## src/rtl/dmem_arb_pkg.sv

```systemverilog
// Shared types and default widths for the data-memory arbiter.
// Imported by the arbiter, its interface and the processor top level.
package dmem_arb_pkg;

    localparam int unsigned DMEM_AW = 12;
    localparam int unsigned DMEM_DW = 32;

    typedef enum logic {
        ARB,
        LOCK_D
    } state_e;

    typedef enum logic [1:0] {
        OWN_NONE,
        OWN_P,
        OWN_D
    } owner_e;

endpackage

```

## src/rtl/dmem_arbiter_if.sv

```systemverilog
// Bundle of both requester ports and the dmem syncram port seen by the arbiter.
// The slave modport is the arbiter; the master modport is everything around it.
interface dmem_arbiter_if
    import dmem_arb_pkg::*;
#(
    parameter int unsigned AW = DMEM_AW,
    parameter int unsigned DW = DMEM_DW
) ();

    logic          p_req;
    logic          p_wren;
    logic [AW-1:0] p_address;
    logic [DW-1:0] p_data;
    logic          p_gnt;
    logic          p_rvalid;

    logic          d_req;
    logic          d_wren;
    logic [AW-1:0] d_address;
    logic [DW-1:0] d_data;
    logic          d_lock;
    logic          d_gnt;
    logic          d_rvalid;

    logic [DW-1:0] q_out;
    logic [AW-1:0] address_dmem;
    logic [DW-1:0] data;
    logic          wren;
    logic [DW-1:0] q_dmem;

    modport slave (
        input  p_req, p_wren, p_address, p_data,
        input  d_req, d_wren, d_address, d_data, d_lock,
        input  q_dmem,
        output p_gnt, p_rvalid, d_gnt, d_rvalid,
        output q_out, address_dmem, data, wren
    );

    modport master (
        output p_req, p_wren, p_address, p_data,
        output d_req, d_wren, d_address, d_data, d_lock,
        output q_dmem,
        input  p_gnt, p_rvalid, d_gnt, d_rvalid,
        input  q_out, address_dmem, data, wren
    );

endinterface

```

## src/rtl/dmem_arb_wait_ctr.sv

```systemverilog
// Saturating count of consecutive cycles a pending debug request was refused.
// starve forces the next debug grant once the count reaches MAX_WAIT.
module dmem_arb_wait_ctr #(
    parameter int unsigned MAX_WAIT = 4
) (
    input  logic clock,
    input  logic reset,
    input  logic clr,
    input  logic inc,
    output logic starve
);

    localparam logic [3:0] MaxCnt = 4'(MAX_WAIT);

    logic [3:0] cnt_q;

    always_ff @(posedge clock or posedge reset) begin
        if (reset) begin
            cnt_q <= 4'd0;
        end else if (clr) begin
            cnt_q <= 4'd0;
        end else if (inc && (cnt_q != MaxCnt)) begin
            cnt_q <= cnt_q + 4'd1;
        end
    end

    assign starve = (cnt_q == MaxCnt);

endmodule

```

## src/rtl/dmem_arbiter.sv

```systemverilog
// Processor/debug arbiter for the single-port dmem syncram: one access per clock,
// bounded debug wait in shared mode, and an exclusive debug lock for burst loads.
module dmem_arbiter
    import dmem_arb_pkg::*;
#(
    parameter int unsigned MAX_WAIT = 4
) (
    input  logic           clock,
    input  logic           reset,
    dmem_arbiter_if.slave  bus
);

    state_e state_q;
    logic   p_rvalid_q;
    logic   d_rvalid_q;
    logic   p_gnt;
    logic   d_gnt;
    logic   starve;
    owner_e owner;

    dmem_arb_wait_ctr #(
        .MAX_WAIT (MAX_WAIT)
    ) u_wait_ctr (
        .clock  (clock),
        .reset  (reset),
        .clr    (~bus.d_req | d_gnt),
        .inc    (bus.d_req & ~d_gnt),
        .starve (starve)
    );

    // Grants are combinational from req so the access lands on the same edge.
    always_comb begin
        p_gnt = 1'b0;
        d_gnt = 1'b0;
        if (state_q == LOCK_D) begin
            d_gnt = bus.d_req;
        end else begin
            d_gnt = bus.d_req & (~bus.p_req | starve);
            p_gnt = bus.p_req & ~d_gnt;
        end
        if (d_gnt) begin
            owner = OWN_D;
        end else if (p_gnt) begin
            owner = OWN_P;
        end else begin
            owner = OWN_NONE;
        end
    end

    always_comb begin
        bus.address_dmem = bus.p_address;
        bus.data         = bus.p_data;
        bus.wren         = 1'b0;
        case (owner)
            OWN_P: begin
                bus.wren = bus.p_wren;
            end
            OWN_D: begin
                bus.address_dmem = bus.d_address;
                bus.data         = bus.d_data;
                bus.wren         = bus.d_wren;
            end
            default: ;
        endcase
    end

    always_ff @(posedge clock or posedge reset) begin
        if (reset) begin
            state_q    <= ARB;
            p_rvalid_q <= 1'b0;
            d_rvalid_q <= 1'b0;
        end else begin
            p_rvalid_q <= bus.p_req & p_gnt & ~bus.p_wren;
            d_rvalid_q <= bus.d_req & d_gnt & ~bus.d_wren;
            case (state_q)
                ARB: begin
                    if (bus.d_req && d_gnt && bus.d_lock) state_q <= LOCK_D;
                end
                LOCK_D: begin
                    if (!bus.d_lock) state_q <= ARB;
                end
                default: state_q <= ARB;
            endcase
        end
    end

    assign bus.p_gnt    = p_gnt;
    assign bus.d_gnt    = d_gnt;
    assign bus.p_rvalid = p_rvalid_q;
    assign bus.d_rvalid = d_rvalid_q;
    assign bus.q_out    = bus.q_dmem;

endmodule

```

## src/flat_wrapper.sv

```systemverilog
// flat-port wrapper written by rule: the top's interface ports become plain ports
module dmem_arbiter_flat import dmem_arb_pkg::*;
#(
    parameter int unsigned MAX_WAIT = 4
)
  (clock, reset, bus_p_req, bus_p_wren, bus_p_address, bus_p_data, bus_d_req, bus_d_wren, bus_d_address, bus_d_data, bus_d_lock, bus_q_dmem, bus_p_gnt, bus_p_rvalid, bus_d_gnt, bus_d_rvalid, bus_q_out, bus_address_dmem, bus_data, bus_wren);
  dmem_arbiter_if bus_i ();
  input  logic clock;
  input  logic reset;
  input wire logic [$bits(bus_i.p_req)-1:0] bus_p_req;
  input wire logic [$bits(bus_i.p_wren)-1:0] bus_p_wren;
  input wire logic [$bits(bus_i.p_address)-1:0] bus_p_address;
  input wire logic [$bits(bus_i.p_data)-1:0] bus_p_data;
  input wire logic [$bits(bus_i.d_req)-1:0] bus_d_req;
  input wire logic [$bits(bus_i.d_wren)-1:0] bus_d_wren;
  input wire logic [$bits(bus_i.d_address)-1:0] bus_d_address;
  input wire logic [$bits(bus_i.d_data)-1:0] bus_d_data;
  input wire logic [$bits(bus_i.d_lock)-1:0] bus_d_lock;
  input wire logic [$bits(bus_i.q_dmem)-1:0] bus_q_dmem;
  output wire logic [$bits(bus_i.p_gnt)-1:0] bus_p_gnt;
  output wire logic [$bits(bus_i.p_rvalid)-1:0] bus_p_rvalid;
  output wire logic [$bits(bus_i.d_gnt)-1:0] bus_d_gnt;
  output wire logic [$bits(bus_i.d_rvalid)-1:0] bus_d_rvalid;
  output wire logic [$bits(bus_i.q_out)-1:0] bus_q_out;
  output wire logic [$bits(bus_i.address_dmem)-1:0] bus_address_dmem;
  output wire logic [$bits(bus_i.data)-1:0] bus_data;
  output wire logic [$bits(bus_i.wren)-1:0] bus_wren;
  assign bus_i.p_req = bus_p_req;
  assign bus_i.p_wren = bus_p_wren;
  assign bus_i.p_address = bus_p_address;
  assign bus_i.p_data = bus_p_data;
  assign bus_i.d_req = bus_d_req;
  assign bus_i.d_wren = bus_d_wren;
  assign bus_i.d_address = bus_d_address;
  assign bus_i.d_data = bus_d_data;
  assign bus_i.d_lock = bus_d_lock;
  assign bus_i.q_dmem = bus_q_dmem;
  assign bus_p_gnt = bus_i.p_gnt;
  assign bus_p_rvalid = bus_i.p_rvalid;
  assign bus_d_gnt = bus_i.d_gnt;
  assign bus_d_rvalid = bus_i.d_rvalid;
  assign bus_q_out = bus_i.q_out;
  assign bus_address_dmem = bus_i.address_dmem;
  assign bus_data = bus_i.data;
  assign bus_wren = bus_i.wren;
  dmem_arbiter #(.MAX_WAIT(MAX_WAIT)) u_core (.clock(clock), .reset(reset), .bus(bus_i));
endmodule
```

## config.mk

```make
export PLATFORM = sky130hd
export DESIGN_NAME = dmem_arbiter_flat
export DESIGN_NICKNAME = d
export VERILOG_FILES = /design/src/rtl/dmem_arb_pkg.sv /design/src/rtl/dmem_arbiter_if.sv /design/src/rtl/dmem_arb_wait_ctr.sv /design/src/rtl/dmem_arbiter.sv /design/src/flat_wrapper.sv
export SDC_FILE = /design/constraint.sdc
export NUM_CORES = 1
export LEC_CHECK = 0
export BUFFER_PORTS_ARGS = -buffer_cell sky130_fd_sc_hd__clkbuf_2
export CAP_MARGIN = 10
export CORE_AREA = 2 2 81 83
export CTS_CLUSTER_SIZE = 12
export DETAILED_ROUTE_END_ITERATION = 8
export DIE_AREA = 0 0 83 85
export GPL_TIMING_DRIVEN = 0
export PLACE_DENSITY = 0.71
export SETUP_SLACK_MARGIN = 0.4
export SYNTH_ARGS = -nofsm -noshare
export SYNTH_HDL_FRONTEND = slang
export SYNTH_SLANG_ARGS = --single-unit
```

## constraint.sdc

```tcl
create_clock -name clock -period 1.8 [get_ports clock]
set_clock_uncertainty 0.1 [all_clocks]
set_input_delay 0.27 -clock clock [delete_from_list [all_inputs] [get_ports clock]]
set_output_delay 0.27 -clock clock [all_outputs]
set_load 0.05 [all_outputs]
```

==> results_dict.tcl, run 1 <==
set metrics [dict create \
    dpl.hpwl_mm 3.987 \
    syn_nets 244 \
    leakagePower_nw 1.815 \
    ys_seq_area_share_pct 14.01 \
    layout_common_cells "clkbuf_2, mux2_4, buf_4" \
    clock_latency_ns 0.23 \
    multiInputGateArea_sq_um 850.8 \
    setup_viol 47 \
    drt_wl_total_mm 5.305 \
    root_buffer "clkbuf_8" \
    outcome "finished, violations left" \
    pwr-share-seq_pct 9.8 \
    wl_per_cell_um 13.60 \
    synthTopCellsByArea "mux2_4, buf_4, mux2_2" \
    ant_nets 0 \
    ff2ff_setup_slack_ns 0.15 \
    initial_core_util_pct 20.15 \
    swShare_pct 45.62 \
    syn_area_sq_um 1250 \
    yosysWarnings 0 \
    grt_first_pass_wirelength_mm 7.617 \
    grt_pass1_vias 1701 \
    clock-sinks 7 \
    nNetsFinal 443 \
    cts_max_level 1 \
    fillers 577 \
    ctsLongestPathBuffers 2 \
    track_usage_pct 13.33 \
    cts_tree "yes" \
    seq_area_sq_um 175.2 \
    drive_gt1_share_pct 90.73 \
    max_slew_margin_pct 80.49 \
    die_w_um 83 \
    dp_cells 367 \
    place_congestion 0.7294 \
    yosys.area.top_type_share_pct 32.43 \
    worstPathRequired_ns 1.43 \
    yosysTopAreaCell "mux2_4" \
    cts_buffers 3 \
    area_growth_pct 150.3 \
    p_comb_share_pct 76.5 \
    diodes 0 \
    cp_max_fo 9 \
    peakVddDrop_mv 0.4576 \
    antenna_found_initial 0 \
    final_common_cell "clkbuf_2" \
    startpoint_type "flop" \
    synth-seq-cells 7 \
    syn_area_per_cell_sq_um 10.87 \
    ios 208 \
    intPower_uw 918.6 \
    clk_pin_slew_ns 0.04 \
    fin_crit_ns 2.388 \
    grt_overflow 0 \
    final.setup.tns_ns -25.21 \
    vias 1582 \
    rsz0062_at_grt "yes" \
    p_clk_share_pct 13.6 \
    pwr_density_cell_nw_per_um2 540.0 \
    die_y_um 85 \
    worst-slew-pin-transition_ns 0.2924 \
    numPortBuffers 175 \
    synthCells 115 \
    violations "negative setup slack" \
    via_per_inst 4.056 \
    fin_ws_ns -0.5876 \
    drc 0 \
    min_path_type "in2reg" \
    cp.arrival_ns 2.02 \
    end_kind "output pin" \
    p_total_mw 1.689 \
    instances_no_fill 390 \
    fin_crit_sh_pct 132.6 \
    critPathKind "reg2out" \
    drv_slew 0 \
    hold_violations 0 \
    fp-row-count 29 \
    yosys.cell_types.count 23 \
    drt_iter0_drc 16 \
    grt_start_max_net_pins 11 \
    first_pass_iters 2 \
    netSwitchingPower_uw 770.6 \
    fmax_mhz 418.8 \
    die_area_sq_um 7055 \
    drv_cap 0 \
    core_sq_um 6205 \
]
through the flow:
stage | area [sq um] | hold WS, ns | setup slack (ns) | util, %
6_report | 3128 | 0.09266 | -0.5876 | 50.41
5_1_grt | 3128 | 0.1050 | -0.6496 | 50.41
4_1_cts | 2954 | 0.09481 | -0.6366 | 47.61
3_5_place_dp | 2302 | 0.1042 | -0.5258 | 37.10
3_3_place_gp | 2302 | 0.08984 | -0.4965 | 37.10
2_1_floorplan | 1330 | -0.02660 | -0.2123 | -
critical path, cell delays in order, from the launching register on:
cell and delay (ns):
dfrtp_1 0.34, inv_1 0.05, ha_2 0.17, and3b_2 0.22, o21ai_4 0.17, buf_12 0.19, buf_12 0.14, mux2_4 0.32
clkbuf_16 0.18
cell usage after synthesis:
cell type	n
nand2_1	1
mux2_4	27
buf_8	1
nor2b_1	1
buf_4	33
mux2_2	17
xor2_1	1
a21oi_1	1
and3b_1	2
o21ai_2	1
inv_1	5
buf_12	2
ha_1	2
nand3b_1	1
nand2b_1	1
xnor2_1	1
o2bb2ai_1	1
dfrtp_1	7
nand3_1	1
buf_6	1
and3_1	1
nor2_1	6
o21ai_0	1
layout make-up:
type / count / share of cell area (%)
clock buffer: 4 / 1.440
inverter: 5 / 0.7200
sequential: 7 / 5.600
multi-input combinational: 66 / 27.20
tap: 77 / 3.080
timing repair buffer: 194 / 51.08
buffer: 37 / 10.88
worst paths after layout:
check	from	end	depth (start not counted)
max reg2reg	u_core.u_wait_ctr.cnt_q[1]	u_core.bus.d_rvalid	8
max in group asynchronous	reset	u_core.u_wait_ctr.cnt_q[2]	3
min reg2reg	u_core.state_q	u_core.state_q	2
min	bus_d_wren	u_core.bus.d_rvalid	2
min in group asynchronous	reset	u_core.bus.d_rvalid	3
max	u_core.u_wait_ctr.cnt_q[1]	bus_data[16]	8
layer usage:
metal	global-route usage [%]	part of all wire, %	up-vias
li1	-	-	757
met1	12.64	33	727
met2	28.23	59	91
met3	2.918	7.2	7
met4	3.577	1.1	0
met5	0	0	-
power groups by stage:
stage	clock, mW	sequential [mW]	combinational, mW
after floorplan	0	0.177	0.752
after global placement	0	0.169	0.979
after detailed placement	0	0.170	0.988
after CTS	0.228	0.166	1.20
after global routing	0.242	0.167	1.34
final	0.231	0.166	1.29
state kept, by name, summed over array words and instances, names as in the netlist:
signal and flops:
u_core.bus.d_rvalid 1, u_core.state_q 1, u_core.bus.p_rvalid 1, u_core.u_wait_ctr.cnt_q 4
cell families (layout without fill, tap and decap cells):
| group | count (synthesis) | count (layout) | synth area share (%) |
|---|---|---|---|
| AO/OA/AOI/OAI | 4 | 4 | 2.202 |
| XOR/XNOR | 2 | 2 | 1.402 |
| adder cells (fa/ha/maj) | 2 | 2 | 2.002 |
| buffers and inverters | 42 | 240 | 26.63 |
| flip-flops | 7 | 7 | 14.01 |
| multiplexers | 44 | 44 | 47.75 |
| AND/OR/NAND/NOR | 14 | 14 | 6.007 |
what timing repair did:
action,CTS,global route
resized for setup,106,44
pin swaps,1,2
endpoints found under the setup margin,48,49
buffers inserted,10,5
endpoints found under the hold margin,7,0
gates cloned,1,2
hold buffers,1,0
(Power assumes the default switching activity.)
==> inputs of run 2 (changes only) <==
--- a/config.mk
+++ b/config.mk
@@ -12,7 +12,7 @@
 export DETAILED_ROUTE_END_ITERATION = 8
 export DIE_AREA = 0 0 83 85
 export GPL_TIMING_DRIVEN = 0
-export PLACE_DENSITY = 0.71
+export PLACE_DENSITY = 0.75
 export SETUP_SLACK_MARGIN = 0.4
 export SYNTH_ARGS = -nofsm -noshare
 export SYNTH_HDL_FRONTEND = slang
==> results_dict.tcl, run 2 (same netlist as run 1, synthesis figures left out) <==
set metrics [dict create \
    outcome "finished, violations left" \
    violations "negative setup slack" \
    hold_violations 0 \
    hold_end "u_core.bus.d_rvalid" \
    grt_overflow 0 \
    clk_pin_slew_ns 0.05 \
    instances_no_fill 388 \
    core_sq_um 6205 \
    clock_latency_ns 0.23 \
    die_y_um 85 \
    ff2ff_setup_slack_ns 0.05 \
    die_area_sq_um 7055 \
    hold_depth 2 \
    numPortBuffers 175 \
    worst-slew-pin-transition_ns 0.2848 \
    startpoint_type "flop" \
    die_w_um 83 \
    largest_reg_flops 4 \
    clock-sinks 7 \
    drive_gt1_share_pct 91.64 \
    largest-register "u_core.u_wait_ctr.cnt_q" \
    vias 1578 \
    cts_buffers 3 \
    cts_max_level 1 \
    drv_slew 0 \
    area_growth_pct 148.4 \
    initial_core_util_pct 20.15 \
    worstPathRequired_ns 1.43 \
    drc 0 \
    fin_ws_ns -0.5880 \
    p_total_mw 1.677 \
    setup_viol 47 \
    ctsLongestPathBuffers 2 \
    dp_cells 367 \
    wl_per_cell_um 13.97 \
    layout_common_cells "clkbuf_2, mux2_4, buf_4" \
    drv_cap 0 \
    cp_max_fo 8 \
    cp.arrival_ns 2.02 \
    fmax_mhz 418.8 \
    diodes 0 \
    drt_wl_total_mm 5.420 \
    fin_crit_ns 2.388 \
    root_buffer "clkbuf_8" \
    worstReg2RegEnd "u_core.bus.d_rvalid" \
    dpl.hpwl_mm 3.892 \
    max_slew_margin_pct 81.09 \
    via_per_inst 4.067 \
    final_common_cell "clkbuf_2" \
    grt_first_pass_wirelength_mm 7.562 \
    fin_crit_sh_pct 132.7 \
    cts_tree "yes" \
    first_pass_iters 4 \
    ant_nets 0 \
    antenna_found_initial 0 \
    worstReg2RegStart "u_core.u_wait_ctr.cnt_q[0]" \
    leakagePower_nw 1.804 \
    pre_cts_slack_ns -0.5036 \
    min_path_type "in2reg" \
    end_kind "output pin" \
    fp-row-count 29 \
    place_congestion 0.7320 \
    critPathKind "reg2out" \
    pwr_density_cell_nw_per_um2 540.0 \
    nNetsFinal 441 \
    rsz0062_at_grt "yes" \
    track_usage_pct 13.21 \
    peakVddDrop_mv 0.3841 \
    ios 208 \
    drt_iter0_drc 29 \
    grt_start_max_net_pins 11 \
    grt_pass1_vias 1641 \
    worstHoldStart "bus_d_wren" \
    reg2reg_depth 9 \
]
-- run 2: worst max-delay path by stage --
stage / slack, ns / depth (start not counted) / start / to
after CTS: -0.59 / 8 / u_core.u_wait_ctr.cnt_q[0] / bus_data[4]
after global routing: -0.66 / 8 / u_core.u_wait_ctr.cnt_q[0] / bus_data[4]
after detailed placement: -0.50 / 8 / u_core.u_wait_ctr.cnt_q[0] / bus_data[26]
after global placement: -0.49 / 8 / u_core.u_wait_ctr.cnt_q[0] / bus_data[27]
final: -0.59 / 8 / u_core.u_wait_ctr.cnt_q[0] / bus_data[11]
after floorplan: -0.21 / 7 / u_core.u_wait_ctr.cnt_q[0] / bus_data[23]
-- run 2: critical path, cell delays in order, from the launching register on --
cell and delay (ns):
dfrtp_1 0.36, inv_2 0.05, ha_4 0.15, and3b_2 0.22
o21ai_4 0.20, buf_12 0.19, clkbuf_16 0.16, mux2_4 0.30
buf_8 0.15
-- run 2: power by group --
part / total, mW / internal, mW / leakage, nW / switching (mW)
registers: 0.167 / 0.164 / 0.0947 / 0.00291
logic: 1.29 / 0.595 / 1.68 / 0.696
clock network: 0.219 / 0.150 / 0.0255 / 0.0693
-- run 2: repair_timing --
| item | 4_1_cts | 5_1_grt |
|---|---|---|
| buffers inserted | 9 | 3 |
| gates cloned | 2 | 2 |
| hold buffers | 1 | 0 |
| pin swaps | 1 | 2 |
| gates resized for setup | 105 | 52 |
| setup endpoints to repair | 48 | 49 |
| hold endpoints to repair | 7 | 0 |
-- run 2: per-stage QoR --
step	TNS (ns)	utilization, %	hold slack, ns	instance area [sq um]
global route	-28.96	50.05	0.1076	3105
finish	-25.81	50.05	0.1099	3105
CTS	-25.95	47.17	0.1060	2927
detailed placement	-19.36	37.10	0.09121	2302
global placement	-18.51	37.10	0.08657	2302
floorplan	-8.021	-	-0.02660	1330
-- run 2: per-layer routing --
metal	part of all wire (%)	wire, um	vias up	GRT usage (%)
li1	-	-	753	-
met4	0.39	21	0	1.788
met2	56	3056	107	26.83
met1	35	1911	716	14.58
met5	0	0	-	0
met3	8.0	431	2	2.140
-- run 2: layout make-up --
class / instances / area (sq um)
tap: 77 / 96.34
fill: 540 / 3099
timing repair buffer: 192 / 1565
clock inverter: 1 / 5.005
inverter: 5 / 22.52
clock buffer: 3 / 41.29
buffer: 37 / 340.3
multi-input combinational: 66 / 859.6
sequential: 7 / 175.2
==> inputs of run 3 (changes only) <==
--- a/config.mk
+++ b/config.mk
@@ -7,12 +7,13 @@
 export LEC_CHECK = 0
 export BUFFER_PORTS_ARGS = -buffer_cell sky130_fd_sc_hd__clkbuf_2
 export CAP_MARGIN = 10
-export CORE_AREA = 2 2 81 83
+export CORE_AREA = 4 4 78 80
 export CTS_CLUSTER_SIZE = 12
 export DETAILED_ROUTE_END_ITERATION = 8
-export DIE_AREA = 0 0 83 85
+export DIE_AREA = 0 0 82 84
 export GPL_TIMING_DRIVEN = 0
-export PLACE_DENSITY = 0.75
+export HOLD_SLACK_MARGIN = 0.12
+export PLACE_DENSITY = 0.83
 export SETUP_SLACK_MARGIN = 0.4
 export SYNTH_ARGS = -nofsm -noshare
 export SYNTH_HDL_FRONTEND = slang
==> results_dict.tcl, run 3 (same netlist as run 1, synthesis figures left out) <==
set metrics [dict create \
    worstPathRequired_ns 1.43 \
    wl_per_cell_um 13.88 \
    grt_start_max_net_pins 11 \
    fmax_mhz 427.0 \
    outcome "finished, violations left" \
    critPathKind "reg2out" \
    hold_violations 0 \
    area_growth_pct 129.2 \
    crit_family "buffers and inverters" \
    instances_no_fill 379 \
    max_slew_margin_pct 81.03 \
    rsz0062_at_grt "yes" \
    leakagePower_nw 1.688 \
    startpoint_type "flop" \
    place_congestion 0.6888 \
    crit_end "bus_address_dmem[9]" \
    fp-row-count 27 \
    die_w_um 82 \
    min_path_type "in2reg" \
    drt_wl_total_mm 5.262 \
    violations "negative setup slack" \
    clock-sinks 7 \
    cp.arrival_ns 1.97 \
    via_per_inst 4.077 \
    dp_cells 362 \
    place_area_sq_um 2296 \
    antenna_found_initial 0 \
    cts_max_level 1 \
    worstReg2RegStart "u_core.u_wait_ctr.cnt_q[1]" \
    root_buffer "clkbuf_8" \
    cp_num_cells 7 \
    p_total_mw 1.587 \
    grt_pass1_vias 1636 \
    final_common_cell "clkbuf_2" \
    track_usage_pct 13.07 \
    die_y_um 84 \
    ios 208 \
    clock_latency_ns 0.23 \
    cts_buffers 3 \
    grt_first_pass_wirelength_mm 7.245 \
    diodes 0 \
    fin_ws_ns -0.5422 \
    startpoint "u_core.u_wait_ctr.cnt_q[1]" \
    nNetsFinal 437 \
    pre_cts_slack_ns -0.4965 \
    use_met2_pct 26.52 \
    final.setup.tns_ns -23.76 \
    cp_slowest_cell "dfrtp_1" \
    cts_tree "yes" \
    drc 0 \
    gr-usage-met1_pct 12.05 \
    hold_ws_ns 0.1417 \
    drive_gt1_share_pct 89.90 \
    slowest_delay_ns 0.34 \
    numPortBuffers 175 \
    largest-register "u_core.u_wait_ctr.cnt_q" \
    reg2reg_depth 8 \
    ctsLongestPathBuffers 2 \
    drv_cap 0 \
    met3_usage_pct 3.564 \
    core_sq_um 5405 \
    clk_pin_slew_ns 0.04 \
    largest_reg_flops 4 \
    pwr_density_cell_nw_per_um2 554.0 \
    initial_core_util_pct 23.13 \
    drt_iter0_drc 3 \
    die_area_sq_um 6888 \
    utilization_pct 53.01 \
    grt_overflow 0 \
    worst-slew-pin-transition_ns 0.2857 \
    fin_crit_ns 2.342 \
    worstReg2RegEnd "u_core.bus.d_rvalid" \
    ant_nets 0 \
    layout_common_cells "clkbuf_2, mux2_4, buf_4" \
    grt-busiest-layer "met2" \
    peakVddDrop_mv 0.6233 \
    cp_max_fo 10 \
    crit_path_cell_trace "inv_1 > ha_2 > and3b_2 > o21ai_4 > buf_4 > mux2_4 > clkbuf_2" \
    crit_buf_inv 3 \
    end_kind "output pin" \
    first_pass_iters 2 \
    fin_crit_sh_pct 130.1 \
    drv_slew 0 \
    dpl.hpwl_mm 4.227 \
    ff2ff_setup_slack_ns 0.20 \
    setup_viol 47 \
    vias 1545 \
    design_area_sq_um 2865 \
]
## run 3: final cells by class
cell class                      instances  area (sq um)
Inverter                                5         22.52
Multi-Input combinational cell         66         832.0
Tap cell                               72         90.09
Fill cell                             498          2540
Clock buffer                            4         45.04
Sequential cell                         7         175.2
Buffer                                 37         322.8
Timing Repair Buffer                  188          1378
## run 3: repair_timing
| item | 4_1_cts | 5_1_grt |
|---|---|---|
| setup endpoints to repair | 48 | 49 |
| hold buffers | 2 | 0 |
| gates resized for setup | 83 | 39 |
| hold endpoints to repair | 8 | 0 |
| setup buffers | 9 | 1 |
| gates cloned | 1 | 0 |
## run 3: worst min path at each step
stage	from	endpoint	slack, ns	depth (start not counted)
final	bus_p_wren	u_core.bus.p_rvalid	0.14	2
after global routing	bus_p_wren	u_core.bus.p_rvalid	0.15	2
after CTS	bus_p_wren	u_core.bus.p_rvalid	0.14	2
after detailed placement	reset	u_core.bus.d_rvalid	0.10	2
after global placement	reset	u_core.bus.d_rvalid	0.09	2
after floorplan	reset	u_core.bus.d_rvalid	-0.03	1
## run 3: report_power, final
part           internal [mW]  switching (mW)  leakage [nW]
Sequential             0.164         0.00226        0.0947
Clock                  0.153          0.0662        0.0228
Combinational          0.528           0.674          1.57
## run 3: routing by layer
| metal | wire [um] | vias up |
|---|---|---|
| li1 | - | 744 |
| met1 | 1606 | 690 |
| met2 | 3056 | 105 |
| met3 | 546 | 6 |
| met4 | 53 | 0 |
| met5 | 0 | - |
